### src/rtl/uart_pkg.sv
`default_nettype none
`timescale 1ns/1ps
// ============================================================================
// Module      : uart_pkg
// Description : Shared UART definitions: FSM state encoding, baud divisor
//               table and select-to-divisor mapping used by TX and RX.
//               Optional parity state exists when UART_TX_PARITY_EN is defined.
// Revision    : 1.0 - initial release
// ============================================================================
package uart_pkg;

   localparam int DATA_W = 8;
   localparam int CNT_W  = 14;

   typedef enum logic [2:0] {
      ST_IDLE   = 3'd0,
      ST_START  = 3'd1,
      ST_DATA   = 3'd2,
      ST_STOP   = 3'd3
`ifdef UART_TX_PARITY_EN
      , ST_PARITY = 3'd4
`endif
   } uart_state_e;

   // Divisor N gives a bit period of N+1 clocks at 100 MHz
   localparam logic [CNT_W-1:0] DIV_9600   = CNT_W'(10416);
   localparam logic [CNT_W-1:0] DIV_19200  = CNT_W'(5208);
   localparam logic [CNT_W-1:0] DIV_38400  = CNT_W'(2604);
   localparam logic [CNT_W-1:0] DIV_57600  = CNT_W'(1736);
   localparam logic [CNT_W-1:0] DIV_115200 = CNT_W'(868);
   localparam logic [CNT_W-1:0] DIV_230400 = CNT_W'(434);
   localparam logic [CNT_W-1:0] DIV_460800 = CNT_W'(217);
   localparam logic [CNT_W-1:0] DIV_921600 = CNT_W'(108);

   function automatic logic [CNT_W-1:0] baud_div(input logic [2:0] sel);
      case (sel)
         3'd1:    baud_div = DIV_19200;
         3'd2:    baud_div = DIV_38400;
         3'd3:    baud_div = DIV_57600;
         3'd4:    baud_div = DIV_115200;
         3'd5:    baud_div = DIV_230400;
         3'd6:    baud_div = DIV_460800;
         3'd7:    baud_div = DIV_921600;
         default: baud_div = DIV_9600;
      endcase
   endfunction

endpackage
`default_nettype wire

### src/rtl/uart_tx_if.sv
`default_nettype none
`timescale 1ns/1ps
// ============================================================================
// Module      : uart_tx_if
// Description : Byte-source valid/ready handshake into the UART transmitter.
//               Carries tx_parity_odd when UART_TX_PARITY_EN is defined.
// Revision    : 1.0 - initial release
// ============================================================================
interface uart_tx_if;
   import uart_pkg::*;

   logic              tx_valid;
   logic [DATA_W-1:0] tx_data;
   logic              tx_ready;
`ifdef UART_TX_PARITY_EN
   logic              tx_parity_odd;

   modport master (output tx_valid, output tx_data, output tx_parity_odd, input tx_ready);
   modport slave  (input tx_valid, input tx_data, input tx_parity_odd, output tx_ready);
`else
   modport master (output tx_valid, output tx_data, input tx_ready);
   modport slave  (input tx_valid, input tx_data, output tx_ready);
`endif

endinterface
`default_nettype wire

### src/rtl/uart_baud_gen.sv
`default_nettype none
`timescale 1ns/1ps
// ============================================================================
// Module      : uart_baud_gen
// Description : Bit-period counter. Counts 0..div while run is high, flags
//               bit_end on the last count and wraps; held at 0 otherwise.
// Revision    : 1.0 - initial release
// ============================================================================
module uart_baud_gen #(
   parameter int CNT_W = 14
) (
   input  logic             clock,
   input  logic             reset,
   input  logic             run,
   input  logic [CNT_W-1:0] div,
   output logic [CNT_W-1:0] baud_cnt,
   output logic             bit_end
);

   logic [CNT_W-1:0] cnt_q, cnt_d;

   // Next count: clear when stopped or at end of bit, else advance
   always_comb begin
      bit_end = run && (cnt_q == div);
      cnt_d   = cnt_q + 1'b1;
      if (!run || bit_end) begin
         cnt_d = '0;
      end
   end

   // Counter register
   always_ff @(posedge clock or posedge reset) begin
      if (reset) begin
         cnt_q <= '0;
      end else begin
         cnt_q <= cnt_d;
      end
   end

   assign baud_cnt = cnt_q;

endmodule
`default_nettype wire

### src/rtl/uart_tx.sv
`default_nettype none
`timescale 1ns/1ps
// ============================================================================
// Module      : uart_tx
// Description : UART transmitter, 8N1, LSB first, registered TX idling high.
//               Define UART_TX_PARITY_EN to insert a parity bit (8x1 frame).
// Revision    : 1.0 - initial release
// ============================================================================
module uart_tx #(
   parameter int DATA_W = 8,
   parameter int CNT_W  = 14
) (
   input  logic       clock,
   input  logic       reset,
   input  logic       uart_en,
   input  logic [2:0] baud_tx_sel,
   uart_tx_if.slave   bus,
   output logic       TX,
   output logic       tx_busy,
   output logic       tx_done
);
   import uart_pkg::*;

   localparam int BIT_W = $clog2(DATA_W);

   uart_state_e       state_q, state_d;
   logic [DATA_W-1:0] shift_q, shift_d;
   logic [BIT_W-1:0]  bit_cnt_q, bit_cnt_d;
   logic [CNT_W-1:0]  div_q, div_d;
   logic              tx_q, tx_d;
   logic              busy_q, busy_d;
   logic              done_q, done_d;
`ifdef UART_TX_PARITY_EN
   logic              par_q, par_d;
`endif

   logic              accept;
   logic              run;
   logic              bit_end;
   // The raw count is not needed here; bit_end marks the boundary
   logic [CNT_W-1:0]  baud_cnt_unused;

   assign bus.tx_ready = uart_en && (state_q == ST_IDLE);
   assign accept       = bus.tx_valid && bus.tx_ready;
   // Dropping the enable also stops the counter so it clears with the FSM
   assign run          = uart_en && (state_q != ST_IDLE);

   uart_baud_gen #(.CNT_W(CNT_W)) u_baud (
      .clock    (clock),
      .reset    (reset),
      .run      (run),
      .div      (div_q),
      .baud_cnt (baud_cnt_unused),
      .bit_end  (bit_end)
   );

   // Next-state, shift/latch and registered-output logic
   always_comb begin
      state_d   = state_q;
      shift_d   = shift_q;
      bit_cnt_d = bit_cnt_q;
      div_d     = div_q;
      done_d    = 1'b0;
`ifdef UART_TX_PARITY_EN
      par_d     = par_q;
`endif
      if (!uart_en) begin
         // Abort takes priority; any byte offered this cycle is dropped
         state_d   = ST_IDLE;
         bit_cnt_d = '0;
      end else begin
         case (state_q)
            ST_IDLE: begin
               if (accept) begin
                  shift_d = bus.tx_data;
                  div_d   = CNT_W'(baud_div(baud_tx_sel));
`ifdef UART_TX_PARITY_EN
                  par_d   = (^bus.tx_data) ^ bus.tx_parity_odd;
`endif
                  state_d = ST_START;
               end
            end
            ST_START: begin
               if (bit_end) state_d = ST_DATA;
            end
            ST_DATA: begin
               if (bit_end) begin
                  shift_d = shift_q >> 1;
                  if (bit_cnt_q == BIT_W'(DATA_W - 1)) begin
                     bit_cnt_d = '0;
`ifdef UART_TX_PARITY_EN
                     state_d   = ST_PARITY;
`else
                     state_d   = ST_STOP;
`endif
                  end else begin
                     bit_cnt_d = bit_cnt_q + 1'b1;
                  end
               end
            end
`ifdef UART_TX_PARITY_EN
            ST_PARITY: begin
               if (bit_end) state_d = ST_STOP;
            end
`endif
            ST_STOP: begin
               if (bit_end) begin
                  state_d = ST_IDLE;
                  done_d  = 1'b1;
               end
            end
            default: state_d = ST_IDLE;
         endcase
      end

      // TX is registered from where the FSM is heading, so it moves with the state
      case (state_d)
         ST_START:  tx_d = 1'b0;
         ST_DATA:   tx_d = shift_d[0];
`ifdef UART_TX_PARITY_EN
         ST_PARITY: tx_d = par_d;
`endif
         default:   tx_d = 1'b1;
      endcase
      busy_d = (state_d != ST_IDLE);
   end

   // State and datapath registers
   always_ff @(posedge clock or posedge reset) begin
      if (reset) begin
         state_q   <= ST_IDLE;
         shift_q   <= '0;
         bit_cnt_q <= '0;
         div_q     <= '0;
         tx_q      <= 1'b1;
         busy_q    <= 1'b0;
         done_q    <= 1'b0;
`ifdef UART_TX_PARITY_EN
         par_q     <= 1'b0;
`endif
      end else begin
         state_q   <= state_d;
         shift_q   <= shift_d;
         bit_cnt_q <= bit_cnt_d;
         div_q     <= div_d;
         tx_q      <= tx_d;
         busy_q    <= busy_d;
         done_q    <= done_d;
`ifdef UART_TX_PARITY_EN
         par_q     <= par_d;
`endif
      end
   end

   assign TX      = tx_q;
   assign tx_busy = busy_q;
   assign tx_done = done_q;

endmodule
`default_nettype wire

### src/flat_wrapper.sv
// flat-port wrapper written by rule: the top's interface ports become plain ports
module uart_tx_flat import uart_pkg::*;
#(
   parameter int DATA_W = 8,
   parameter int CNT_W  = 14
)
  (clock, reset, uart_en, baud_tx_sel, TX, tx_busy, tx_done, bus_tx_valid, bus_tx_data, bus_tx_ready);
  uart_tx_if bus_i ();
  input  logic clock;
  input  logic reset;
  input  logic uart_en;
  input  logic [2:0] baud_tx_sel;
  output logic TX;
  output logic tx_busy;
  output logic tx_done;
  input wire logic [$bits(bus_i.tx_valid)-1:0] bus_tx_valid;
  input wire logic [$bits(bus_i.tx_data)-1:0] bus_tx_data;
  output wire logic [$bits(bus_i.tx_ready)-1:0] bus_tx_ready;
  assign bus_i.tx_valid = bus_tx_valid;
  assign bus_i.tx_data = bus_tx_data;
  assign bus_tx_ready = bus_i.tx_ready;
  uart_tx #(.DATA_W(DATA_W), .CNT_W(CNT_W)) u_core (.clock(clock), .reset(reset), .uart_en(uart_en), .baud_tx_sel(baud_tx_sel), .bus(bus_i), .TX(TX), .tx_busy(tx_busy), .tx_done(tx_done));
endmodule
### config.mk
export PLATFORM = sky130hd
export DESIGN_NAME = uart_tx_flat
export DESIGN_NICKNAME = d
export VERILOG_FILES = /design/src/rtl/uart_pkg.sv /design/src/rtl/uart_tx_if.sv /design/src/rtl/uart_baud_gen.sv /design/src/rtl/uart_tx.sv /design/src/flat_wrapper.sv
export SDC_FILE = /design/constraint.sdc
export NUM_CORES = 1
export LEC_CHECK = 0
export CAP_MARGIN = 5
export CORE_UTILIZATION = 55
export CTS_BUF_LIST = sky130_fd_sc_hd__clkbuf_4
export CTS_CLUSTER_SIZE = 30
export DETAILED_ROUTE_END_ITERATION = 16
export GPL_TIMING_DRIVEN = 0
export PLACE_DENSITY = 0.76
export SLEW_MARGIN = 5
export SYNTH_ARGS = -nofsm -noshare
export SYNTH_HDL_FRONTEND = slang
export SYNTH_SLANG_ARGS = --single-unit
### constraint.sdc
create_clock -name clock -period 2.73 [get_ports clock]
set_input_delay 0.273 -clock clock [delete_from_list [all_inputs] [get_ports clock]]
set_output_delay 0.273 -clock clock [all_outputs]
set_load 0.02 [all_outputs]
* Yosys cells after proc, flatten, opt, wreduce, memory -nomap -nowiden *
Index checks and enable logic that the tools add are counted.

cells by class
  add/sub/neg operators = 2
  eq/ne operators = 18
  mux-type cells = 21
  reduce and logical (&&, ||, !) cells = 13

operators by type and width
  cell                                                    count
  case mux 14 bit (7 select lines)                        1
  2-to-1 mux 3 bit                                        10
  2-to-1 mux 8 bit                                        2
  case mux 8 bit (2 select lines)                         1
  == test 3 x 2 -> 1 bit (second input constant)          5
  == test 3 bit (second input constant)                   5
  adder 14 x 1 -> 14 bit (second input constant)          1
  == test 14 bit                                          1
  2-to-1 mux 14 bit                                       1
  case mux 3 bit (4 select lines)                         1
  == test 3 x 1 -> 1 bit (second input constant)          3
  inequality test 2 x 1 -> 1 bit (second input constant)  4
  nonzero test 3 bit                                      2
  logical AND 1 bit                                       4
  2-to-1 mux 1 bit                                        4
  AND reduction 4 bit                                     1
  adder 3 x 1 -> 3 bit (second input constant)            1
  logical NOT 3 bit                                       1
  AND reduction 3 bit                                     1
  case mux 1 bit (2 select lines)                         1
  AND reduction 2 bit                                     1
  nonzero test 2 bit                                      1
  logical NOT 1 bit                                       1
  logical OR 1 bit                                        1

word-level totals
  flip-flop bits (word level) = 45
  bits of input ports = 15
  output and inout bits = 4
  word-level logic and storage cells = 63

* Logic depth before layout (Yosys ltp) *
Gate-level depths: netlist (run 1).

  depth after elaboration = 8
  depth in mapped cells = 7
  depth with buffers taken out = 6

* By module *
A second synthesis (run 1) with hierarchy kept.

second synthesis, totals
  cells, all modules = 234
  area total of the unflattened synthesis = 2,384.8 µm²

modules (own cells, without submodules)
  module         instances  cells an instance  area each (µm²)  seq. area each (µm²)
  uart_tx        1          146                1,510.2          777.0
  uart_baud_gen  1          88                 874.6            350.3

* Worst setup path before layout (run 1) *
No wires, ideal clock.

  path type = reg-to-reg
  from = register u_core.u_baud.cnt_q[8] (netlist: u_core.u_baud.baud_cnt[8])
  to = register u_core.shift_q[7]
  library setup time = 121 ps
  arrival = 1,843 ps
  required time = 2,609 ps
  setup slack = 766 ps
  cell stages (with the launch flop) = 8
  buffers on the path = 1
  clock period less this slack = 1,964 ps
  cell sequence = dfrtp_1 xnor2_1 nand4_2 nor4_2 mux2i_1 or3_1 buf_2 a22o_1

between the ends
  longest elaborated chain between the ends = 4

ends and longest elaborated chain
  what                                      RTL line             text
  start: declaration                        uart_baud_gen.sv:20  logic [CNT_W-1:0] cnt_q, cnt_d;
  start signal: assignment                  uart_baud_gen.sv:36  cnt_q <= cnt_d;
  == test 14 bit                            uart_baud_gen.sv:24  bit_end = run && (cnt_q == div);
  logical AND 1 bit                         uart_baud_gen.sv:24
  inequality test 2 x 1 -> 1 bit (no line)  -
  AND reduction 4 bit (no line)             -
  end signal: assignment                    uart_tx.sv:143       shift_q <= shift_d;
  end: declaration                          uart_tx.sv:27        logic [DATA_W-1:0] shift_q, shift_d;

Every way passes these cells.
A chain may end at the register's enable or synchronous reset.

* Worst setup path after layout (run 1) *
  from = input uart_en
  to = output bus_tx_ready

between the ends
  longest elaborated chain between the ends = 1

ends and longest elaborated chain
  what                RTL line            text
  start: declaration  flat_wrapper.sv:11  input logic uart_en;
  logical AND 1 bit   uart_tx.sv:43       assign bus.tx_ready = uart_en && (state_q == ST_IDLE);
  end: declaration    flat_wrapper.sv:18  output wire logic [$bits(bus_i.tx_ready)-1:0] bus_tx_ready;

Every way passes these cells.

==> results of run 1 <==
==> stage by stage <==
stage | setup WS, ps | area, um^2
after floorplan | 765.9 | 2232
after global placement | 223.8 | 2442
after detailed placement | 195.4 | 2462
after CTS | 505.6 | 2512
after global routing | 353.6 | 2512
final | 501.0 | 2512
==> worst min-delay path by stage <==
| stage | cells after the start | slack, ps | endpoint |
|---|---|---|---|
| after global placement | 1 | 460 | u_core.shift_q[4]$_DFFE_PP0P_ |
| after CTS | 2 | 180 | u_core.shift_q[6]$_DFFE_PP0P_ |
| after floorplan | 1 | 410 | u_core.shift_q[7]$_DFFE_PP0P_ |
| after detailed placement | 1 | 470 | u_core.shift_q[2]$_DFFE_PP0P_ |
| final | 2 | 170 | u_core.shift_q[6]$_DFFE_PP0P_ |
| after global routing | 2 | 200 | u_core.shift_q[6]$_DFFE_PP0P_ |
==> flip-flops by register name, summed over array words and instances (netlist names) <==
name and cells:
u_core.tx_done 1, u_core.div_q 14, u_core.shift_q 8, u_core.TX 1, u_core.tx_busy 1, u_core.u_baud.baud_cnt 14
u_core.bit_cnt_q 3, u_core.state_q 3
==> cell usage in the layout, fill, tap and decap left out, drive strengths merged, types with 2 or more instances in the layout <==
cell type | netlist | routed
a21o | 6 | 6
a21oi | 6 | 6
a22o | 7 | 7
a31oi | 2 | 2
and2 | 3 | 3
and3 | 7 | 7
buf | 5 | 6
clkbuf | 4 | 9
clkdlybuf4s50 | 0 | 15
clkinv | 0 | 3
dfrtp | 44 | 44
ha | 3 | 3
inv | 3 | 3
mux2i | 6 | 6
nand2 | 19 | 19
nand2b | 4 | 4
nand3 | 8 | 8
nand4 | 5 | 5
nor2 | 21 | 21
nor2b | 3 | 3
nor4 | 4 | 4
o21ai | 9 | 9
o31ai | 3 | 3
xnor2 | 20 | 20
xor2 | 9 | 9
==> cells by family after synthesis <==
kind of cell	share of synthesized area, %
mux	3.195
compound gates	10.82
xor+xnor	11.38
flops	50.50
buf+inv	2.410
simple gates	19.84
other cells	0.1680
fa+ha+maj	1.682
==> routing by layer <==
metal  vias to the layer above  global-route usage (%)
met5                         -                       0
met4                         0                   10.33
met3                         8                   4.861
met2                        22                   31.63
met1                       772                   32.42
li1                        797                       -
==> power by group through the flow <==
| stage | Sequential [uW] | Combinational [uW] | Clock, uW |
|---|---|---|---|
| 2_1_floorplan | 765 | 142 | 0 |
| 3_3_place_gp | 774 | 184 | 0 |
| 3_5_place_dp | 777 | 195 | 0 |
| 4_1_cts | 764 | 195 | 307 |
| 5_1_grt | 770 | 217 | 338 |
| 6_report | 764 | 192 | 302 |
==> worst register-to-register path: cells and delay by family (launching register included) <==
kind	cells	cell delay (ps)
flip-flops	1	470
AND/OR/NAND/NOR	3	980
AO/OA/AOI/OAI	1	150
XOR/XNOR	1	200
multiplexers	1	320
==> final cells by class <==
cell class	count	area share, %
Inverter	3	0.4482
Sequential cell	45	44.87
Timing Repair Buffer	16	6.773
Clock inverter	3	0.4980
Buffer	9	1.693
Clock buffer	5	1.494
Multi-Input combinational cell	158	41.83
Tap cell	48	2.390
==> impl_metrics.csv, run 1 <==
group,metric,value,unit
drt,via_per_inst,5.571,
layout,area_growth,12.56,%
critical_path,crit_arrival,1960,ps
critical_path,r2r-start,"u_core.u_baud.baud_cnt[6]$_DFF_PP0_",
sta,finClkSkew,13.32,ps
layout,finish.net_count,256,
drt,routed-wl-met3,103,um
critical_path,cp-start-kind,"primary input",
synth,netlist_area,2232,um^2
power_and_ir_drop,p_clk_share,24.0,%
synth,ys_warn_count,0,
cts,cts_setup_buffers,0,
layout,fillers,316,
critical_path,worst-endpoint-required,2460,ps
synth,synth_enable_flop_cells,0,
synth,synthArstFlopShare,100.0,%
power_and_ir_drop,irDropWorstVdd,0.2899,mV
floorplan,die_w,65.71,um
sta,worst_slew_pin_slew,688.8,ps
placed_design,dpl.hpwl,2.959,mm
sta,rsz0062_at_grt,"no",
floorplan,chipHeight,65.71,um
synth,syn_nets,233,
cts,numCtsBuffers,5,
cts,path_clk_slew,120,ps
synth,synth_cell_types,41,
sta,hold_violations,0,
critical_path,timing.rr.end,"u_core.TX$_DFF_PP1_",
drt,ant_nets,0,
synth,synth.avg_cell_area,10.38,um^2
synth,synth_largest_area_cell,"dfrtp_1",
cts,cts_resized,0,
critical_path,r2r_cells,6,
sta,setup_viol,0,
synth,synth_area_leaders,"dfrtp_1 49%, xnor2_1 7.8%, nor2_1 3.5%",
sta,hold_ws,173.8,ps
layout,instances_no_fill,287,
cts,cts_max_level,2,
cts,cts_sinks,45,
drt,drt_first_pass_iters,4,
power_and_ir_drop,seqPwrFrac,60.7,%
placed_design,gp_congestion,0.7423,
global_routing,grt_pass1_vias,1503,
layout,drive_gt1_share,7.950,%
cts,cts_buffer_depth,2,
global_routing,grt_max_degree,31,
critical_path,cp.depth,4,
critical_path,endpoint_kind,"output pin",
critical_path,max_stage_delay,650,ps
drt,dr.first_iter.drc_count,102,
floorplan,row_count,22,
worst_hold_path,hold_path_class,"in -> async",
drt,wire_per_inst,14.06,um
power_and_ir_drop,pwr-share-comb,15.3,%
critical_path,cp_top_family,"buffers and inverters",
flow_run,maxCapViolations,0,
cts,cts_root_buf,"clkbuf_4",
drt,via_count,1599,
critical_path,crit_chain,"clkdlybuf4s50_1, nand2b_1, nor3_1, clkdlybuf4s50_1",
layout,multi_input_area,1051,um^2
floorplan,die-area,4317,um^2
placed_design,port_buffers,15,
drt,routed.top_layer,"met4",
placed_design,dp.cells,279,
floorplan,io_pins,19,
synth,yosysMostFrequentCell,"dfrtp_1",
critical_path,critPathMaxFanout,8,
floorplan,start_util,59.19,%
cts,cts_tree,"built",
synth,synth_top_area_share,49.33,%
drt,wl_met2,1.750,mm
global_routing,grt_pass1_wl,7.065,mm
status,status,"finished clean",
power_and_ir_drop,p_sw_share,27.99,%
synth,ys_seq_area_share,50.50,%
power_and_ir_drop,p_leak,0.001113,uW
critical_path,crit_path_start,"uart_en",
floorplan,core_area,3771,um^2
synth,syn_inst,215,
layout,final_core_util,66.62,%
critical_path,critPathKind,"in -> out",
sta,fmax,0.4486,GHz
sta,fin_setup_tns,0,ps
power_and_ir_drop,power.density,500.9,nW/um^2
global_routing,track_usage,22.35,%
critical_path,endpoint,"bus_tx_ready",
sta,slew_headroom,53.74,%
power_and_ir_drop,p_sw,352.2,uW
critical_path,worst-path-buf-inv,2,
synth,ys_ff_latch,45,
layout,regArea,1127,um^2
critical_path,cp_common_cell,"clkdlybuf4s50_1",
synth,synth.top_cells.by_count,"44 x dfrtp_1, 21 x nor2_1, 20 x xnor2_1",
drt,drt_wl_total,4.034,mm
sta,drv_slew,0,
sta,timing.final.crit_period,2229,ps
cts,cts_hold_buf,0,
layout,n_antenna_cell,0,
drt,wl_met1,2.096,mm
global_routing,antenna_found_initial,0,
critical_path,rrSetupSlack,540,ps
power_and_ir_drop,power,1258,uW
power_and_ir_drop,intPower,906.3,uW
cts,clock_latency,370,ps
critical_path,cp_slowest_cell,"clkdlybuf4s50_1",
sta,period_share,81.65,%
drt,post-route-drc-count,0,
synth,synth_ff_type,"dfrtp_1",
global_routing,gr-total-overflow,0,
No activity file was read; power rests on OpenSTA's default activity.
==> run 2, diff against run 1 <==
--- a/config.mk
+++ b/config.mk
@@ -6,12 +6,12 @@
 export NUM_CORES = 1
 export LEC_CHECK = 0
 export CAP_MARGIN = 5
-export CORE_UTILIZATION = 55
+export CORE_UTILIZATION = 54
 export CTS_BUF_LIST = sky130_fd_sc_hd__clkbuf_4
 export CTS_CLUSTER_SIZE = 30
 export DETAILED_ROUTE_END_ITERATION = 16
 export GPL_TIMING_DRIVEN = 0
-export PLACE_DENSITY = 0.76
+export PLACE_DENSITY = 0.78
 export SLEW_MARGIN = 5
 export SYNTH_ARGS = -nofsm -noshare
 export SYNTH_HDL_FRONTEND = slang
==> constraint.sdc (replaced) <==
create_clock -name clock -period 2 [get_ports clock]
set_input_delay 0.2 -clock clock [delete_from_list [all_inputs] [get_ports clock]]
set_output_delay 0.2 -clock clock [all_outputs]
set_load 0.02 [all_outputs]
==> run 2 against run 1 <==
Against the previous run: the run now ends with negative setup slack left; sequential cell count is the same; routed wire length up 21%; die area rose by 1.8%; first-iteration DRC count is 2.0% higher; critical path depth grew 2; clock power up 48%; worst hold slack worse by 45 ps; sequential power increased by 37%; critical endpoint is now u_core.TX$_DFF_PP1_; largest power group unchanged.
==> impl_metrics.csv, run 2 (synthesis results as in run 1) <==
group,metric,value,unit
cts,cts_root_buf,"clkbuf_4",
power_and_ir_drop,p_leak,0.001241,uW
layout,final_area,2800,um^2
sta,timing.final.crit_period,2202,ps
cts,cts_sinks,45,
cts,cts_buffer_depth,2,
status,violations,"negative setup slack",
power_and_ir_drop,seqPwrFrac,56.9,%
critical_path,crit_chain,"xnor2_1, nand4_1, or4_4, mux2i_1, nor4_1, a31oi_1",
sta,finClkSkew,7.929,ps
cts,clock_latency,380,ps
global_routing,grt_max_degree,27,
power_and_ir_drop,p_sw,546.2,uW
power_and_ir_drop,p_sw_share,29.52,%
layout,final_cell_mix,"40 x dfrtp_1, 21 x nor2_1, 18 x nand2_1",
drt,ant_nets,0,
global_routing,antenna_found_initial,0,
floorplan,core_area,3971,um^2
floorplan,chipHeight,66.30,um
critical_path,r2r-start,"u_core.u_baud.baud_cnt[3]$_DFF_PP0_",
drt,via_per_inst,5.635,
drt,wire_per_inst,15.91,um
sta,hold_ws,129.1,ps
layout,n_antenna_cell,0,
critical_path,cp-start-kind,"flop",
status,status,"complete, but fails checks",
layout,drive_gt1_share,22.18,%
critical_path,critPathMaxFanout,4,
drt,drt_wl_total,4.883,mm
power_and_ir_drop,intPower,1304,uW
critical_path,r2r_cells,6,
layout,mostFrequentLayoutCell,"dfrtp_1",
layout,multi_input_area,1161,um^2
drt,post-route-drc-count,0,
placed_design,port_buffers,15,
placed_design,placed_cell_area,2465,um^2
flow_run,maxCapViolations,0,
placed_design,dp.cells,281,
global_routing,track_usage,23.41,%
sta,period_share,110.1,%
power_and_ir_drop,irDropWorstVdd,0.4926,mV
cts,path_clk_slew,140,ps
cts,cts_hold_buf,0,
critical_path,endpoint_kind,"flop",
global_routing,grt_pass1_vias,1631,
cts,numCtsBuffers,5,
power_and_ir_drop,power.density,660.7,nW/um^2
power_and_ir_drop,power,1850,uW
critical_path,max_stage_delay,620,ps
critical_path,timing.rr.end,"u_core.TX$_DFF_PP1_",
sta,fmax,0.4542,GHz
global_routing,gr-total-overflow,0,
power_and_ir_drop,pwr-share-comb,19.0,%
layout,instances_no_fill,307,
sta,setup_viol,19,
critical_path,rrSetupSlack,-200,ps
worst_hold_path,hold_path_class,"in -> async",
critical_path,critPathKind,"reg -> reg",
critical_path,cp_slowest_cell,"or4_4",
drt,via_count,1730,
cts,cts_max_level,2,
sta,setup_slack,-201.6,ps
critical_path,crit_path_start,"u_core.u_baud.baud_cnt[3]$_DFF_PP0_",
sta,drv_slew,0,
global_routing,grt_pass1_wl,7.562,mm
floorplan,start_util,56.21,%
layout,fillers,292,
floorplan,row_count,23,
floorplan,io_pins,19,
layout,finish.net_count,274,
drt,drt_first_pass_iters,4,
placed_design,gp_congestion,0.8207,
power_and_ir_drop,p_clk_share,24.1,%
drt,dr.first_iter.drc_count,104,
critical_path,worst-endpoint-required,2300,ps
sta,fin_setup_tns,-1318,ps
critical_path,crit_arrival,2500,ps
layout,area_growth,25.45,%
cts,cts_tree,"built",
sta,hold_violations,0,
sta,rsz0062_at_grt,"yes",
floorplan,die_w,66.30,um
layout,regArea,1132,um^2
placed_design,dpl.hpwl,3.030,mm
floorplan,die-area,4395,um^2
[run 2: final cells by class]
class / instances / area share [%]
Clock buffer: 5 / 1.340
Inverter: 3 / 0.4021
Buffer: 8 / 1.475
Multi-Input combinational cell: 158 / 41.47
Tap cell: 50 / 2.234
Clock inverter: 3 / 0.8043
Sequential cell: 45 / 40.44
Timing Repair Buffer: 35 / 11.84
[run 2: metrics by stage]
step	util, %	worst slack (ps)
6_report	70.51	-201.6
5_1_grt	70.51	-228.8
4_1_cts	66.26	-71.64
3_5_place_dp	62.07	-489.6
3_3_place_gp	61.56	-468.5
2_1_floorplan	-	35.88
[run 2: how the worst max path moves through the flow]
stage                                          endpoint  slack (ps)  cells past startpoint
after floorplan           u_core.shift_q[7]$_DFFE_PP0P_          40                      7
final                               u_core.TX$_DFF_PP1_        -200                      6
after global routing                u_core.TX$_DFF_PP1_        -230                      7
after detailed placement            u_core.TX$_DFF_PP1_        -490                      7
after CTS                           u_core.TX$_DFF_PP1_         -70                      6
after global placement              u_core.TX$_DFF_PP1_        -470                      7
[run 2: timing repair]
item	CTS	global route
buffers inserted	7	11
pin swaps	8	16
endpoints found under the setup margin	22	29
gates cloned	1	0
resized for setup	10	18
endpoints found under the hold margin	0	0
[run 2: power groups by stage]
stage               Combinational [uW]  Clock [uW]  Sequential (uW)
floorplan                          194           0             1040
global placement                   252           0             1060
detailed placement                 268           0             1060
CTS                                286         459             1050
global route                       387         489             1060
finish                             352         446             1050
[run 2: metal layers]
metal	share of wire, %	GRT usage (%)	vias up
li1	-	-	833
met1	46	31.33	852
met2	49	36.99	34
met3	3.0	5.345	11
met4	2.6	8.511	0
met5	0	0	-
[run 2: critical path: cells and delay by family, from the launching register on]
family,cells,cell delay [ps]
simple gates,3,970
mux,1,270
xor+xnor,1,210
flops,1,470
compound gates,1,210
